File: src/rtl/valinor_sublist.sv
// Rank-sorted sublist for the Valinor scheduler.
// Holds up to DEPTH {id, rank, send_time} elements, packed from slot 0 upward in ascending
// rank order; equal ranks stay in arrival order. Each cycle it accepts one insert and serves
// one pop. A pop returns the lowest-rank element whose send_time has been reached.
// The directory summary (smallest rank, earliest send_time, num, full) is derived from the
// registered array.
module valinor_sublist #(
    parameter int DEPTH  = 8,
    parameter int ID_W   = 6,
    parameter int RANK_W = 16,
    parameter int TIME_W = 16,
    parameter int NUM_W  = $clog2(DEPTH + 1)
) (
    input  logic              clk,
    input  logic              rst_n,
    input  logic              ins_valid,
    output logic              ins_ready,
    input  logic [ID_W-1:0]   ins_id,
    input  logic [RANK_W-1:0] ins_rank,
    input  logic [TIME_W-1:0] ins_send_time,
    input  logic              pop_req,
    input  logic [TIME_W-1:0] now,
    output logic              pop_valid,
    output logic              pop_found,
    output logic [ID_W-1:0]   pop_id,
    output logic [RANK_W-1:0] pop_rank,
    output logic [TIME_W-1:0] pop_send_time,
    output logic [NUM_W-1:0]  num,
    output logic              full,
    output logic              empty,
    output logic [RANK_W-1:0] smallest_rank,
    output logic [TIME_W-1:0] smallest_send_time
);

    localparam int IDX_W = (DEPTH > 1) ? $clog2(DEPTH) : 1;

    typedef struct packed {
        logic [ID_W-1:0]   id;
        logic [RANK_W-1:0] rank;
        logic [TIME_W-1:0] st;
    } elem_t;

    // Returns 1 when a is earlier than b on the wrapping time line.
    // A difference with its sign bit set means a lies in the half-circle behind b.
    function automatic logic is_before(input logic [TIME_W-1:0] a, input logic [TIME_W-1:0] b);
        logic [TIME_W-1:0] diff;
        diff = a - b;
        return diff[TIME_W-1];
    endfunction

    elem_t             slot_q [DEPTH];
    elem_t             slot_d [DEPTH];
    logic [DEPTH-1:0]  vld_q, vld_d;
    logic [NUM_W-1:0]  num_q, num_d;

    elem_t             rm_slot [DEPTH];
    logic [DEPTH-1:0]  rm_vld;
    logic [DEPTH-1:0]  elig;
    logic              found;
    logic [IDX_W-1:0]  sel;
    logic              accept;
    logic [NUM_W-1:0]  ins_pos;
    elem_t             new_elem;
    logic [TIME_W-1:0] min_st;
    logic              have_st;

    logic              pop_valid_q, pop_found_q;
    elem_t             pop_q;

    assign num       = num_q;
    assign full      = (num_q == NUM_W'(DEPTH));
    assign empty     = (num_q == '0);
    assign ins_ready = !full;

    assign pop_valid     = pop_valid_q;
    assign pop_found     = pop_found_q;
    assign pop_id        = pop_q.id;
    assign pop_rank      = pop_q.rank;
    assign pop_send_time = pop_q.st;

    // Pick the lowest-index eligible element. Slot order is rank order, so this is the best candidate.
    always_comb begin
        // NOTE: every combinational output gets a default first, so no path can infer a latch.
        found = 1'b0;
        sel   = '0;
        for (int i = 0; i < DEPTH; i++) begin
            elig[i] = pop_req && vld_q[i] && !is_before(now, slot_q[i].st);
        end
        for (int i = DEPTH - 1; i >= 0; i--) begin
            if (elig[i]) begin
                found = 1'b1;
                sel   = IDX_W'(i);
            end
        end
    end

    // Compute the array after the popped element is removed. Slots above it close the gap.
    always_comb begin
        for (int i = 0; i < DEPTH; i++) begin
            rm_slot[i] = slot_q[i];
            rm_vld[i]  = vld_q[i];
            if (found && i >= int'(sel)) begin
                if (i < DEPTH - 1) begin
                    rm_slot[i] = slot_q[(i + 1) % DEPTH];
                    rm_vld[i]  = vld_q[(i + 1) % DEPTH];
                end else begin
                    rm_slot[i] = '0;
                    rm_vld[i]  = 1'b0;
                end
            end
        end
    end

    // Place the new element after every remaining element whose rank is less than or equal to
    // its rank. Placing it after equal ranks keeps arrival order among ties.
    always_comb begin
        accept   = ins_valid && !full;
        new_elem = '{id: ins_id, rank: ins_rank, st: ins_send_time};
        ins_pos  = '0;
        for (int i = 0; i < DEPTH; i++) begin
            if (rm_vld[i] && (rm_slot[i].rank <= ins_rank)) begin
                ins_pos = ins_pos + NUM_W'(1);
            end
        end
        for (int i = 0; i < DEPTH; i++) begin
            slot_d[i] = rm_slot[i];
            vld_d[i]  = rm_vld[i];
            if (accept) begin
                if (i == int'(ins_pos)) begin
                    slot_d[i] = new_elem;
                    vld_d[i]  = 1'b1;
                end else if (i > int'(ins_pos)) begin
                    slot_d[i] = rm_slot[(i + DEPTH - 1) % DEPTH];
                    vld_d[i]  = rm_vld[(i + DEPTH - 1) % DEPTH];
                end
            end
        end
        num_d = num_q + NUM_W'(accept) - NUM_W'(found);
    end

    // Find the earliest send_time held, using the wrap-aware comparison.
    always_comb begin
        min_st  = '1;
        have_st = 1'b0;
        for (int i = 0; i < DEPTH; i++) begin
            if (vld_q[i] && (!have_st || is_before(slot_q[i].st, min_st))) begin
                min_st  = slot_q[i].st;
                have_st = 1'b1;
            end
        end
    end

    assign smallest_send_time = min_st;
    assign smallest_rank      = vld_q[0] ? slot_q[0].rank : '1;

    // Register the sorted array and the occupancy count.
    always_ff @(posedge clk or negedge rst_n) begin
        if (!rst_n) begin
            // NOTE: the slot payloads are also reset. The array is a small flop bank, not a RAM,
            // and the reset keeps the state deterministic for debug.
            for (int i = 0; i < DEPTH; i++) begin
                slot_q[i] <= '0;
            end
            vld_q <= '0;
            num_q <= '0;
        end else begin
            // NOTE: sequential state uses non-blocking assignments only, so all flops update together.
            for (int i = 0; i < DEPTH; i++) begin
                slot_q[i] <= slot_d[i];
            end
            vld_q <= vld_d;
            num_q <= num_d;
        end
    end

    // Register the pop response. The data outputs hold their last value between responses.
    always_ff @(posedge clk or negedge rst_n) begin
        if (!rst_n) begin
            pop_valid_q <= 1'b0;
            pop_found_q <= 1'b0;
            pop_q       <= '0;
        end else begin
            pop_valid_q <= pop_req;
            if (pop_req) begin
                pop_found_q <= found;
                pop_q       <= found ? slot_q[sel] : '0;
            end
        end
    end

endmodule

File: config.mk
export PLATFORM = sky130hd
export DESIGN_NAME = valinor_sublist
export DESIGN_NICKNAME = d
export VERILOG_FILES = /design/src/rtl/valinor_sublist.sv
export SDC_FILE = /design/constraint.sdc
export NUM_CORES = 2
export LEC_CHECK = 0
export CAP_MARGIN = 20
export CORE_MARGIN = 2
export CORE_UTILIZATION = 30
export CTS_BUF_LIST = sky130_fd_sc_hd__clkbuf_4 sky130_fd_sc_hd__clkbuf_8 sky130_fd_sc_hd__clkbuf_16
export CTS_CLUSTER_SIZE = 25
export DETAILED_ROUTE_END_ITERATION = 10
export PLACE_DENSITY = 0.47
export SETUP_SLACK_MARGIN = 0.02
export SYNTH_ARGS = -nofsm -noshare
export SYNTH_HDL_FRONTEND = slang
export SYNTH_SLANG_ARGS = --single-unit
File: constraint.sdc
create_clock -name clk -period 22 [get_ports clk]
set_clock_uncertainty 0.2 [all_clocks]
set_input_delay 3.3 -clock clk [delete_from_list [all_inputs] [get_ports clk]]
set_output_delay 3.3 -clock clk [all_outputs]
set_load 0.01 [all_outputs]
# After elaboration in Yosys (flattened, before gate mapping)
# Cells that the tools add are included.
[op_classes] n_addsub=24 magnitude_cmp=23 eq_ne=8 mux=106 bitwise_logic=1 n_reduce_logical=64
[op_table] operator="$mux 38" count=34
[op_table] operator="$sub 16x16->16" count=15
[op_table] operator="$mux 16" count=9
[op_table] operator="$le 16x16->1" count=8
[op_table] operator="$bmux 38 s3" count=1
[op_table] operator="$mux 1" count=47
[op_table] operator="$logic_and 1x1->1" count=39
[op_table] operator="$add 4x1->4 const B" count=7
[op_table] operator="$mux 4" count=7
[op_table] operator="$mux 3" count=8
[op_table] operator="$eq 4x4->1 const A" count=4
[op_table] operator="$gt 3x4->1 const A" count=4
[op_table] operator="$logic_not 1->1" count=16
[op_table] operator="$ge 3x3->1 const A" count=3
[op_table] operator="$eq 3x4->1 const A" count=2
[op_table] operator="$gt 2x4->1 const A" count=2
[op_table] operator="$logic_not 4->1" count=2
[op_table] operator="$logic_or 1x1->1" count=7
[op_table] operator="$ge 1x3->1 const A" count=2
[op_table] operator="$ge 2x3->1 const A" count=2
[op_table] operator="$add 4x1->4" count=1
[op_table] operator="$eq 2x4->1 const A" count=1
[op_table] operator="$eq 4x4->1 const B" count=1
[op_table] operator="$ge 4x4->1 const B" count=1
[op_table] operator="other kinds (3)" count=3
[totals] regBits=356 out_inout_bits=79

# Depth between registers and ports, before layout
[logic_depth] word_depth=35 ltp_mapped=106 depth_no_buf=91

# Worst setup path before layout
# OpenSTA, ideal clock, no wires.
[synth_path] path_kind="reg-to-output" start="register vld_q[0]" end="output smallest_send_time[10]" t_arrival_ns=17.426 required_ns=18.500 setup_slack_ns=1.074 stages_incl_launch_ff=105 path_cell_list="dfrtp_1 > buf_4 > inv_1 > clkbuf_1 > nor2_1 > ha_1 > and4_1 > a21o_1 > or3_1 > o211ai_4 > o21ai_2 > clkbuf_1 > buf_1 > a21oi_1 > inv_1 > ha_1 > and3_1 > nand3_1 > [... 69 more ...] > clkbuf_1 > clkbuf_1 > a21oi_1 > ha_1 > a21o_1 > a21oi_1 > nor2b_1 > o21ai_0 > nand2b_1 > a21oi_1 > nor2b_1 > o21ai_0 > nand2_1 > nor2_1 > nand2_1 > o211ai_4 > buf_8 > mux2i_1"
[synth_between] elab_chain_cells=29 word_cells_on_any_way=43
[synth_lines] item="start: declaration" line_no="53" source="logic [DEPTH-1:0] vld_q, vld_d;"
[synth_lines] item="start signal: assignment" line_no="171" source="vld_q <= vld_d;"
[synth_lines] item="$mux 16 or $mux 1 (tied branches)" line_no="146" source="if (vld_q[i] && (!have_st || is_before(slot_q[i].st, min_st))) begin"
[synth_lines] item="$sub 16x16->16 or $logic_not 1->1 (tied branches)" line_no="47, 146"
[synth_lines] item="$logic_or 1x1->1" line_no="146"
[synth_lines] item="$logic_and 1x1->1" line_no="146"
[synth_lines] item="$mux 16 or $mux 1 (tied branches)" line_no="146"
[synth_lines] item="$sub 16x16->16 or $logic_not 1->1 (tied branches)" line_no="47, 146"
[synth_lines] item="$logic_or 1x1->1" line_no="146"
[synth_lines] item="$logic_and 1x1->1" line_no="146"
[synth_lines] item="[... 13 more ...]"
[synth_lines] item="$sub 16x16->16 or $logic_not 1->1 (tied branches)" line_no="47, 146"
[synth_lines] item="$logic_or 1x1->1" line_no="146"
[synth_lines] item="$logic_and 1x1->1" line_no="146"
[synth_lines] item="$mux 16 or $mux 1 (tied branches)" line_no="146"
[synth_lines] item="$sub 16x16->16 or $logic_not 1->1 (tied branches)" line_no="47, 146"
[synth_lines] item="$logic_or 1x1->1" line_no="146"
[synth_lines] item="$logic_and 1x1->1" line_no="146"
[synth_lines] item="$mux 16 *" line_no="146"
[synth_lines] item="end: declaration" line_no="32" source="output logic [TIME_W-1:0] smallest_send_time"
# Every way passes the cells marked *; elsewhere a longest branch is shown, timed or not.

# Worst setup path in the final report
[layout_path] start="register vld_q[0]" end="output smallest_send_time[0]"
# Same word-level chain as after synthesis.

==> load_flow_metrics.sql <==
INSERT INTO impl_metrics (metric_group, metric, value, unit) VALUES
('sta', 'grt_setup_unrepaired', 'yes', ''),
('outcome', 'violations', 'design-rule violations', ''),
('clock_tree', 'clock_transition_at_the_registers_of_the_reported_paths', '0.06', 'ns'),
('setup_path', 'path_class', 'register to output pin', ''),
('run', 'drv.max_cap_violation_count', '0', ''),
('setup_path', 'worst-path-max-fanout', '16', ''),
('clock_tree', 'clk_path_buf_depth', '3', ''),
('floorplanning', 'die_area', '105900', 'um^2'),
('sta', 'timing.hold.ws', '0.2927', 'ns'),
('sta', 'worstMarginPinSlew', '1.185', 'ns'),
('sta', 'slew_viol_final', '0', ''),
('cells_and_area', 'stdcell_area', '36070', 'um^2'),
('cells_and_area', 'final_cell_count_no_fill', '5037', ''),
('setup_path', 'crit_path_capture_type', 'output pin', ''),
('detailed_routing', 'num_vias', '28990', ''),
('sta', 'timing.max_slew.rel_slack', '0.2058', ''),
('detailed_routing', 'antenna_violating_nets_post_route', '0', ''),
('detailed_routing', 'wire_per_inst', '27.82', 'um'),
('setup_path', 'worst-r2r-cell-count', '58', ''),
('clock_tree', 'clock-root-buffer', 'clkbuf_16', ''),
('yosys', 'synth.lib_cells_used.distinct', '96', ''),
('min_path', 'worst_hold_path.endpoint', 'pop_found', ''),
('yosys', 'synth.yosys.seq_area_share', '0.2874', ''),
('min_path', 'worst_hold_startpoint', 'pop_found', ''),
('yosys', 'synth_area', '30990', 'um^2'),
('floorplanning', 'die_outline_width', '325.4', 'um'),
('setup_path', 'worst_r2r_startpoint', 'slot_q[267]', ''),
('detailed_routing', 'drt_pre_antenna_iters', '11', ''),
('yosys', 'synthArstFlopShare', '1.000', ''),
('clock_tree', 'cts_num_sinks', '356', ''),
('global_routing', 'antenna_violations_before_repair', '4', ''),
('placement', 'placement.cell_area', '33990', 'um^2'),
('setup_path', 'worst-endpoint-required', '18.50', 'ns'),
('clock_tree', 'cts_htree_levels', '2', ''),
('min_path', 'hp-class', 'register to register', ''),
('detailed_routing', 'post-route-drc-count', '5', ''),
('placement', 'gp_congestion', '0.9084', ''),
('outcome', 'outcome', 'finished with violations', ''),
('floorplanning', 'core_area', '102200', 'um^2'),
('detailed_routing', 'first_iter_violations', '2474', ''),
('yosys', 'ys_warn_count', '0', ''),
('global_routing', 'globalRoute.totalOverflow', '0', ''),
('setup_path', 'worst_r2r_endpoint', 'slot_q[70]', ''),
('setup_path', 'cp_slowest_stage_delay', '0.47', 'ns'),
('clock_tree', 'numCtsBuffers', '50', ''),
('cells_and_area', 'nFillCells', '10740', ''),
('cells_and_area', 'layout-area-overhead-vs-synth', '16.37', '%'),
('setup_path', 'timing.critical_path.slowest_stage_cell', 'clkdlybuf4s50_1', ''),
('detailed_routing', 'totalWireLength', '140100', 'um'),
('placement', 'post-place-cells', '4923', ''),
('sta', 'final.min_clock_period', '20.71', 'ns'),
('cells_and_area', 'layout.nets', '4020', ''),
('global_routing', 'grt_use_total', '0.2580', ''),
('yosys', 'average_cell_area_after_synthesis', '8.691', 'um^2'),
('global_routing', 'grt_start_max_net_pins', '142', ''),
('clock_tree', 'clkLatencyLatePin', '0.65', 'ns'),
('floorplanning', 'die-height', '325.4', 'um'),
('placement', 'io_buffer_count', '136', ''),
('sta', 'finalSetupViolCount', '0', ''),
('yosys', 'number_of_enable_type_register_cells_in_the_synthesized_netlist', '0', ''),
('placement', 'hpwlAfterDp', '98160', 'um'),
('sta', 'period_share', '0.9415', ''),
('setup_path', 'arrival', '17.21', 'ns'),
('yosys', 'netlist_instances', '3566', ''),
('detailed_routing', 'via_density_per_instance', '5.755', ''),
('setup_path', 'setup.worst_path.start_class', 'register', ''),
('min_path', 'hold_path_depth', '1', ''),
('yosys', 'ys_ff_latch', '356', ''),
('clock_tree', 'cts-hold-fix-buffers', '0', ''),
('floorplanning', 'design.portCount', '137', ''),
('yosys', 'yosys_most_used_dff', 'dfrtp_1', ''),
('sta', 'final_hold_viol_count', '0', ''),
('setup_path', 'worst_path_most_repeated_cell', 'ha_1', ''),
('sta', 'fmaxAchievable', '0.04828', 'GHz'),
('global_routing', 'grt_pass1_vias', '29110', ''),
('cells_and_area', 'layout-drive-gt1-share', '0.1104', ''),
('global_routing', 'grt_pass1_wl', '204300', 'um'),
('yosys', 'synth_nets', '3954', ''),
('sta', 'setup_total_negative_slack', '0', 'ns'),
('clock_tree', 'cts_tree', 'done', ''),
('floorplanning', 'std_cell_rows', '117', ''),
('floorplanning', 'initial_utilization', '0.3033', ''),
('setup_path', 'rrSetupSlack', '7.49', 'ns');
==> registers in the layout, indices dropped and copies added (netlist names) <==
signal         count
pop_found          1
num                4
pop_valid          1
pop_send_time     16
slot_q           304
vld_q              8
pop_rank          16
pop_id             6
==> worst max path at each step <==
stage | startpoint | endpoint | slack [ns]
floorplan | vld_q[0] | smallest_send_time[10] | 1.07
global placement | vld_q[0] | smallest_send_time[8] | 0.25
detailed placement | vld_q[0] | smallest_send_time[8] | -0.09
CTS | vld_q[0] | smallest_send_time[8] | 0.03
global route | vld_q[0] | smallest_send_time[8] | -0.006
finish | vld_q[0] | smallest_send_time[0] | 1.29
==> Yosys cell counts, drive strengths merged, types with 4 or more instances <==
master | instances | area (um^2)
buf | 43 | 191.4
a222oi | 39 | 390.4
xnor2 | 30 | 262.8
and3 | 13 | 81.33
nor2b | 37 | 231.5
ha | 329 | 4116
a32oi | 11 | 115.1
nor3 | 23 | 115.1
and4 | 7 | 61.31
a32o | 5 | 50.05
a22oi | 75 | 563.0
o221ai | 11 | 102.6
a22o | 26 | 227.7
and2 | 32 | 202.7
nand3 | 34 | 175.2
o2111ai | 5 | 43.79
a211oi | 44 | 340.3
inv | 291 | 1092
maj3 | 5 | 52.55
dfrtp | 356 | 8909
o22ai | 50 | 312.8
clkbuf | 176 | 660.6
o21ai | 167 | 839.6
mux2i | 219 | 2205
o211ai | 34 | 306.5
o31a | 4 | 35.03
a21o | 149 | 1119
a31oi | 8 | 50.05
nor4 | 6 | 43.79
or2 | 5 | 33.78
nand4 | 40 | 250.2
o31ai | 7 | 52.55
or3 | 6 | 37.54
a21oi | 382 | 1927
nor2 | 365 | 1370
mux2 | 96 | 1092
mux4 | 38 | 855.8
or4 | 4 | 30.03
a221oi | 56 | 490.5
xor2 | 19 | 173.9
o21a | 35 | 262.8
nand2 | 173 | 649.4
nand2b | 63 | 394.1
==> cell usage in the layout, fill, tap and decap left out, types with 10 or more instances in the layout <==
cell type,instances
a21oi_1,376
xnor2_1,28
inv_1,289
a32oi_1,10
a211oi_1,41
o22ai_1,50
and3_1,12
dfrtp_1,355
a222oi_1,39
nor2b_1,37
mux2_2,92
nand3_1,30
a22oi_1,75
xor2_1,17
nor3_1,20
o21a_1,35
clkdlybuf4s50_1,134
nand4_1,40
nand2_1,166
mux2i_1,215
and2_1,27
buf_4,84
o21ai_0,152
o21ai_1,11
nor2_1,356
a21o_1,148
clkbuf_16,50
a22o_1,26
a221oi_1,56
clkbuf_4,12
mux4_2,38
o211ai_1,29
nand2b_1,62
ha_1,329
==> cell families after synthesis <==
| group | Yosys count | synth area share |
|---|---|---|
| AOI/OAI and AO/OA | 1149 | 0.2462 |
| and+or+nand+nor | 810 | 0.1193 |
| buffers and inverters | 513 | 0.06310 |
| DFF | 356 | 0.2874 |
| muxes | 353 | 0.1340 |
| adders and majority gates | 335 | 0.1352 |
| xor gates and xnor gates | 50 | 0.01482 |
==> worst max-delay path: cells and delay by family (launching register included) <==
family,cells,cell delay [ns]
and+or+nand+nor,28,3.60
buffers and inverters,16,2.77
adders and majority gates,7,2.11
AOI/OAI and AO/OA,34,6.66
DFF,1,0.42
muxes,3,0.82
xor gates and xnor gates,1,0.15
==> what timing repair did <==
item	in CTS	in global routing
gates cloned	0	4
gates resized for setup	4	48
endpoints found under the setup margin	16	16
buffers inserted	4	16
pin swaps	2	17
==> cell type report <==
class | count | area [um^2] | area share
clock buffer | 71 | 1465 | 0.04062
sequential | 356 | 8910 | 0.2470
timing repair inverter | 1 | 7.507 | 0.0002081
multi-input combinational | 2699 | 20540 | 0.5694
tap | 1368 | 1712 | 0.04746
antenna | 2 | 5.005 | 0.0001388
timing repair buffer | 230 | 2146 | 0.05949
clock inverter | 16 | 177.7 | 0.004926
inverter | 294 | 1107 | 0.03070
==> metrics by stage <==
step,setup WS (ns),util
floorplan,1.074,-
global placement,0.2530,0.3326
detailed placement,-0.09413,0.3326
CTS,0.03390,0.3495
global route,-0.006096,0.3529
finish,1.287,0.3530
==> layer usage <==
metal	up-vias	GRT usage	part of all wire	wire length, um
met5	-	0	0.00019	26
met4	4	0.1317	0.057	7920
met3	317	0.03159	0.051	7081
met2	1074	0.4533	0.49	69180
met1	14370	0.3084	0.40	55910
li1	13230	-	-	-
Power is left out: the tool's default activity adds up to more than one toggle a clock period on the data nets, which glitch-free logic cannot reach.
